--- config.mk ---
export PLATFORM = sky130hd
export DESIGN_NAME = ccr_branch_resolver
export DESIGN_NICKNAME = d
export VERILOG_FILES = /design/src/rtl/ccr_branch_resolver.sv
export SDC_FILE = /design/constraint.sdc
export NUM_CORES = 1
export LEC_CHECK = 0
export BUFFER_PORTS_ARGS = -buffer_cell sky130_fd_sc_hd__buf_2
export CAP_MARGIN = 10
export CORE_MARGIN = 4
export CORE_UTILIZATION = 55
export DETAILED_ROUTE_END_ITERATION = 10
export HOLD_SLACK_MARGIN = 0.03
export PLACE_DENSITY = 0.92
export SKIP_LAST_GASP = 1
export SYNTH_ARGS = -nofsm -noshare
export SYNTH_HDL_FRONTEND = slang
export SYNTH_SLANG_ARGS = --single-unit
export TNS_END_PERCENT = 50
--- constraint.sdc ---
create_clock -name clk -period 4.8 [get_ports clk]
set_input_delay 1.44 -clock clk [delete_from_list [all_inputs] [get_ports clk]]
set_output_delay 1.44 -clock clk [all_outputs]
set_load 0.005 [all_outputs]
--- src/rtl/ccr_branch_resolver.sv ---
// Condition-code register, jump resolver, PC redirect / flush sequencer and CCR save stack.
// Optional macro FLAG_FWD_EN: branches see this cycle's masked ALU flag write.
module ccr_branch_resolver #(
    parameter int FLUSH_CYCLES = 2,
    parameter int SAVE_DEPTH   = 2,
    parameter int ADDR_W       = 16
) (
    input  logic              clk,
    input  logic              rst_n,
    input  logic              stall,
    input  logic              alu_flags_vld,
    input  logic [2:0]        alu_flags,
    input  logic [2:0]        alu_flag_mask,
    input  logic              br_vld,
    input  logic [1:0]        br_type,
    input  logic [ADDR_W-1:0] br_target,
    input  logic              int_save,
    input  logic              rti_restore,
    output logic [2:0]        ccr,
    output logic              br_taken,
    output logic [ADDR_W-1:0] pc_redirect,
    output logic              flush,
    output logic              stack_err
);

    localparam int              SP_W     = $clog2(SAVE_DEPTH + 1);
    localparam logic [SP_W-1:0] SP_ONE   = 1;
    localparam logic [SP_W-1:0] SP_FULL  = SP_W'(SAVE_DEPTH);
    localparam logic [2:0]      CNT_LOAD = 3'(FLUSH_CYCLES - 1);

    typedef enum logic {S_IDLE, S_FLUSH} state_e;
    typedef enum logic [1:0] {BR_JZ = 2'b00, BR_JN = 2'b01, BR_JC = 2'b10, BR_JMP = 2'b11} br_type_e;

    state_e          state;
    logic [2:0]      cnt;
    logic [SP_W-1:0] sp;
    // Sized to a power of two so the pointer indexes it without width games.
    logic [2:0]      stack_mem [2**SP_W];

    logic [2:0] wr_en, ccr_alu, ccr_eval, clr_mask, ccr_base, ccr_next;
    logic       cond, take;
    logic       stack_empty, stack_full, do_pop, do_push, stack_fault;

    // NOTE: every combinational output gets a default first, so no path can infer a latch.
    always_comb begin
        cond     = 1'b0;
        clr_mask = 3'b000;
        wr_en    = alu_flag_mask & {3{alu_flags_vld}};
        ccr_alu  = (alu_flags & wr_en) | (ccr & ~wr_en);
`ifdef FLAG_FWD_EN
        ccr_eval = ccr_alu;
`else
        ccr_eval = ccr;
`endif
        case (br_type_e'(br_type))
            BR_JZ:   begin cond = ccr_eval[0]; clr_mask = 3'b001; end
            BR_JN:   begin cond = ccr_eval[1]; clr_mask = 3'b010; end
            BR_JC:   begin cond = ccr_eval[2]; clr_mask = 3'b100; end
            BR_JMP:  cond = 1'b1;
            default: cond = 1'b0;
        endcase
        take     = (state == S_IDLE) && br_vld && cond;
        ccr_base = ccr_alu & ~(take ? clr_mask : 3'b000);

        stack_empty = (sp == '0);
        stack_full  = (sp == SP_FULL);
        do_pop      = rti_restore && !stack_empty;
        // A simultaneous save and restore performs only the pop.
        do_push     = int_save && !rti_restore && !stack_full;
        stack_fault = (rti_restore && stack_empty) || (int_save && (rti_restore || stack_full));
        ccr_next    = do_pop ? stack_mem[sp - SP_ONE] : ccr_base;
    end

    // NOTE: sequential state uses non-blocking assignments so every register samples pre-edge values.
    always_ff @(posedge clk or negedge rst_n) begin
        if (!rst_n) begin
            state       <= S_IDLE;
            cnt         <= '0;
            sp          <= '0;
            ccr         <= 3'b000;
            br_taken    <= 1'b0;
            pc_redirect <= '0;
            flush       <= 1'b0;
            stack_err   <= 1'b0;
        end else if (!stall) begin
            ccr <= ccr_next;
            if (stack_fault) stack_err <= 1'b1;
            if (do_push)     sp <= sp + SP_ONE;
            else if (do_pop) sp <= sp - SP_ONE;

            case (state)
                S_IDLE: begin
                    br_taken <= take;
                    if (take) begin
                        pc_redirect <= br_target;
                        flush       <= 1'b1;
                        cnt         <= CNT_LOAD;
                        state       <= S_FLUSH;
                    end
                end
                S_FLUSH: begin
                    br_taken <= 1'b0;
                    if (cnt == 3'd0) begin
                        flush <= 1'b0;
                        state <= S_IDLE;
                    end else begin
                        cnt <= cnt - 3'd1;
                    end
                end
                default: state <= S_IDLE;
            endcase
        end
    end

    // NOTE: stack storage is not reset; the pointer alone defines which entries are live.
    always_ff @(posedge clk) begin
        if (!stall && do_push) stack_mem[sp] <= ccr_base;
    end

endmodule

Yosys cells after proc, flatten, opt, wreduce, memory -nomap -nowiden
Memories as Yosys holds them, arrays and structs flattened.
Index checks and enable logic that the tools add are counted.
{"block": "word_totals", "out_inout_bits": 22, "in_bits": 31, "regBits": 28, "n_memories": 1, "ramBits": 12, "wordCells": 69}
{"name": "stack_mem", "words": 4, "width": 3, "read_ports": 1, "rd_ports_with_merged_regs": 0, "write_ports": 1, "line": "38", "text": "logic [2:0] stack_mem [2**SP_W];"}
{"block": "classes", "bitwise_logic": 9, "muxes": 18, "reduce_logical": 23, "eq_ne": 7, "n_addsub": 3}
{"op": "3-bit AND", "count": 4}
{"op": "3-bit two-way mux", "count": 4}
{"op": "3-bit case mux with 3 select lines", "count": 1}
{"op": "3-bit AND reduction", "count": 3}
{"op": "1-bit logical AND", "count": 8}
{"op": "2-bit equality test (second input constant)", "count": 3}
{"op": "1-bit two-way mux", "count": 6}
{"op": "3-bit inverter", "count": 2}
{"op": "1-bit case mux with 2 select lines", "count": 3}
{"op": "3-bit case mux with 2 select lines", "count": 1}
{"op": "1-bit zero test", "count": 4}
{"op": "2-bit zero test", "count": 2}
{"op": "2-bit two-way mux", "count": 2}
{"op": "2-bit inequality test (second input constant)", "count": 2}
{"op": "1-bit case mux with 4 select lines", "count": 1}
{"op": "2-bit AND reduction", "count": 2}
{"op": "3-bit zero test", "count": 1}
{"op": "3-bit bitwise OR", "count": 1}
{"op": "3-bit by 1-bit subtractor with 3-bit output (second input constant)", "count": 1}
{"op": "2-bit by 1-bit adder with 2-bit output (second input constant)", "count": 1}
{"op": "2-bit by 1-bit equality test with 1-bit output (second input constant)", "count": 1}
{"op": "1-bit logical OR", "count": 2}
{"op": "2-bit by 1-bit inequality test with 1-bit output (second input constant)", "count": 1}
{"op": "1-bit inverter", "count": 2}
{"op": "other kinds (2)", "count": 2}

Depth between registers and ports, before layout
{"block": "depth", "word_depth": 7, "depth_mapped": 6, "mapped_depth_nobuf": 5}

Worst setup path after synthesis
OpenSTA, ideal clock, no wires.
{"block": "synth_timing", "kind": "in2reg", "start": "input br_type[0]", "end": "register pc_redirect[0]", "arrival_ns": 2.546, "path_buffers": 1, "cell_stages": 4, "slack_ns": 2.129, "setup_ns": 0.125, "required_time_ns": 4.675, "path_cell_list": "mux2_4 o2111ai_4 buf_8 mux2_4"}
{"block": "synth_via", "elab_chain_len": 4, "elab_cells_between_ends": 7, "cone_classes": "eq/ne: 3; mux: 1; reduce/logical: 3"}
{"element": "start, declared", "line": "15", "text": "input logic [1:0] br_type,"}
{"element": "2-bit equality test, or another cell as far along", "line": "55", "text": "case (br_type_e'(br_type))"}
{"element": "1-bit case mux with 4 select lines (*)", "line": "55"}
{"element": "1-bit logical AND (*)", "line": "62", "text": "take = (state == S_IDLE) && br_vld && cond;"}
{"element": "3-bit AND reduction (no line) (*)"}
{"element": "end signal, assigned", "line": "95", "text": "pc_redirect <= br_target;"}
{"element": "end, declared", "line": "21", "text": "output logic [ADDR_W-1:0] pc_redirect,"}
Mark *: on every way between the ends. The rest lies on a longest branch, timed or not.
A chain may end at the register's enable or synchronous reset.

Final worst setup path
{"block": "layout_timing", "start": "input br_type[0]", "end": "register pc_redirect[7]"}
Same word-level chain as after synthesis.

==> results.json <==
{
  "firstDrtPassIters": 4,
  "fin_crit_sh_pct": 56.0,
  "initial_core_util_pct": 57.0,
  "grt_start_max_net_pins": 29,
  "total_leakage_power_nw": 1.07,
  "dieHeight_microns": 67.0,
  "wl_met3_microns": 214,
  "fillCellCount": 266,
  "reg2regPathDepth": 4,
  "crit_fanout": 19,
  "drc": 0,
  "clockRootBuffer": "clkbuf_4",
  "holdCritStartpoint": "stack_err",
  "areaGrowthSynthToFinish_pct": 18.5,
  "rr_endpoint": "stack_mem[0][1]",
  "postCtsSetupBuffers": 0,
  "yosysSeqAreaShare_pct": 55.4,
  "synth_edf_count": 12,
  "clkSlewWorstSetupHoldPaths_ps": 110,
  "p_total_mw": 1.21,
  "synth_area_per_cell_sq_um": 13.3,
  "grt_use_total_pct": 19.5,
  "p_sw_mw": 0.409,
  "crit_path_end_kind": "flop",
  "p_seq_share_pct": 47.6,
  "drt-initial-drc-count": 64,
  "post_layout_nonfiller_instances": 249,
  "wl_met1_mm": 1.60,
  "synth_seq_cells": 40,
  "p_clk_share_pct": 13.0,
  "place_hpwl_mm": 2.90,
  "setup_viol": 0,
  "antenna_found_initial": 0,
  "stdcell_area_sq_um": 2270,
  "cts_max_level": 2,
  "rr_startpoint": "sp[0]",
  "grt_pass1_vias": 1359,
  "yosysWarnings": 0,
  "via_per_inst": 5.35,
  "synthFlopType": "dfrtp_1",
  "fmaxAchievable_mhz": 372,
  "num_rows": 21,
  "tightest_slew_ps": 727,
  "min_path_type": "flop to flop",
  "tns_ps": 0,
  "n_antenna_cell": 0,
  "slew_headroom_pct": 51.5,
  "worstSkewPairLatency_ps": 330,
  "grt_overflow": 0,
  "finClkSkew_ps": 4.92,
  "routed_wl_mm": 3.78,
  "vias": 1333,
  "finalHoldViolCount": 0,
  "synth_area_leaders": "dfrtp_1 (37%), edfxtp_1 (19%), mux2_4 (6.3%)",
  "hold_depth": 1,
  "synthMostInstantiatedCell": "dfrtp_1",
  "coreArea_sq_um": 3360,
  "highest-signal-layer": "met4",
  "numPortBuffers": 52,
  "setup_slack_ps": 2110,
  "placed_cells": 241,
  "status": "completed",
  "dp_slack_ps": 1750,
  "final_nets": 239,
  "fin_crit_ps": 2690,
  "synthesis.area_sq_um": 1920,
  "cts_tree": "built",
  "synthTopCellsByCount": "dfrtp_1 (28), edfxtp_1 (12), inv_1 (11)",
  "critPathKind": "input port to flop",
  "async_flop_share_pct": 70.0,
  "wire_per_inst_microns": 15.2,
  "fp.dieW_microns": 67.0,
  "seq_area_sq_um": 1060,
  "p_int_mw": 0.804,
  "timing.final.max_slew_violations": 0,
  "yosys.area.top_type_share_pct": 36.6,
  "switching_share_pct": 33.7,
  "cts_sinks": 40,
  "drive_gt1_share_pct": 41.4,
  "clock_path_buffers": 2,
  "grt_setup_unrepaired": "false",
  "required_ps": 5030,
  "multi_input_area_sq_um": 800,
  "crit_path_start_kind": "input port",
  "placed_area_sq_um": 2220,
  "yosysTopAreaCell": "dfrtp_1",
  "hold_end": "stack_err",
  "r2r_slack_ps": 2700,
  "grt_pass1_wl_mm": 6.38,
  "pwr-share-comb_pct": 39.3,
  "pin_count": 53,
  "crit_arrival_ps": 2910,
  "max_cap_viol_count": 0,
  "route.met2.wl_mm": 1.90,
  "ctsHoldBuffers": 0,
  "peakVddDrop_uv": 271,
  "cts_buffers": 5,
  "final_antenna_net_count": 0,
  "p_per_area_nw_per_um2": 534,
  "gp_congestion": 0.751,
  "synth_cells": 144,
  "dieArea_sq_um": 4490,
  "ys_types": 38,
  "cts_resized": 0
}
-- power by group through the flow --
stage	Sequential [mW]	Combinational, mW	Clock (mW)
CTS	0.579	0.480	0.164
detailed placement	0.583	0.480	0
floorplan	0.566	0.318	0
global route	0.601	0.534	0.177
global placement	0.577	0.452	0
finish	0.578	0.477	0.158
-- placed cells by master, fill, tap and decap left out, drive strengths merged, types with 2 or more instances in the layout --
master,Yosys,layout
and2,3,3
o31ai,2,2
nand2b,2,2
mux2,17,17
edfxtp,12,12
buf,1,52
ha,6,6
inv,11,11
nor3b,2,2
mux2i,2,2
conb,1,3
nor2,5,5
mux4,3,3
o21ai,9,9
a21oi,2,2
nand2,8,8
nor2b,5,5
dfrtp,28,28
a32oi,2,2
a22oi,4,4
or3b,3,3
clkbuf,2,6
-- worst max-delay path by stage --
| stage | start | endpoint | slack, ps | cells after the start |
|---|---|---|---|---|
| 2_1_floorplan | br_type[0] | pc_redirect[0] | 2130 | 4 |
| 3_3_place_gp | br_type[0] | pc_redirect[12] | 1790 | 4 |
| 3_5_place_dp | br_type[0] | pc_redirect[7] | 1750 | 4 |
| 4_1_cts | br_type[0] | pc_redirect[7] | 2120 | 4 |
| 5_1_grt | br_type[0] | pc_redirect[14] | 2070 | 4 |
| 6_report | br_type[0] | pc_redirect[7] | 2110 | 4 |
-- logic make-up after synthesis --
family / share of synthesized area [%]
flops: 55.4
simple gates: 10.6
compound gates: 9.99
mux: 16.1
buf+inv: 3.33
fa+ha+maj: 3.92
other cells: 0.196
xor+xnor: 0.457
-- layer usage --
metal,up-vias,global-route usage (%)
met5,-,0
met2,37,31.9
li1,632,-
met4,0,8.35
met1,658,23.5
met3,6,6.41
-- cell type report --
cell class / count / share of cell area [%]
repair buffers: 52 / 11.5
inverters: 11 / 1.82
multi-input cells: 92 / 35.2
clock buffers: 6 / 1.82
well taps: 46 / 2.53
clock inverters: 2 / 0.496
flip-flops and latches: 40 / 46.7
-- state kept, by name (all words and copies together) (netlist names) --
| signal | count |
|---|---|
| cnt | 3 |
| state | 1 |
| sp | 2 |
| pc_redirect | 16 |
| br_taken | 1 |
| stack_mem | 12 |
| stack_err | 1 |
| flush | 1 |
| ccr | 3 |
-- worst max-delay path, cell delays in order --
cell	delay, ps
buf_2	130
mux2_4	330
o2111ai_4	600
mux2_2	410
-- metrics by stage --
step / hold slack (ps) / util [%]
5_1_grt: 499 / 67.6
6_report: 487 / 67.6
3_5_place_dp: 465 / 66.0
2_1_floorplan: 465 / -
4_1_cts: 490 / 67.6
3_3_place_gp: 451 / 66.0
No activity file was read; power rests on OpenSTA's default activity.
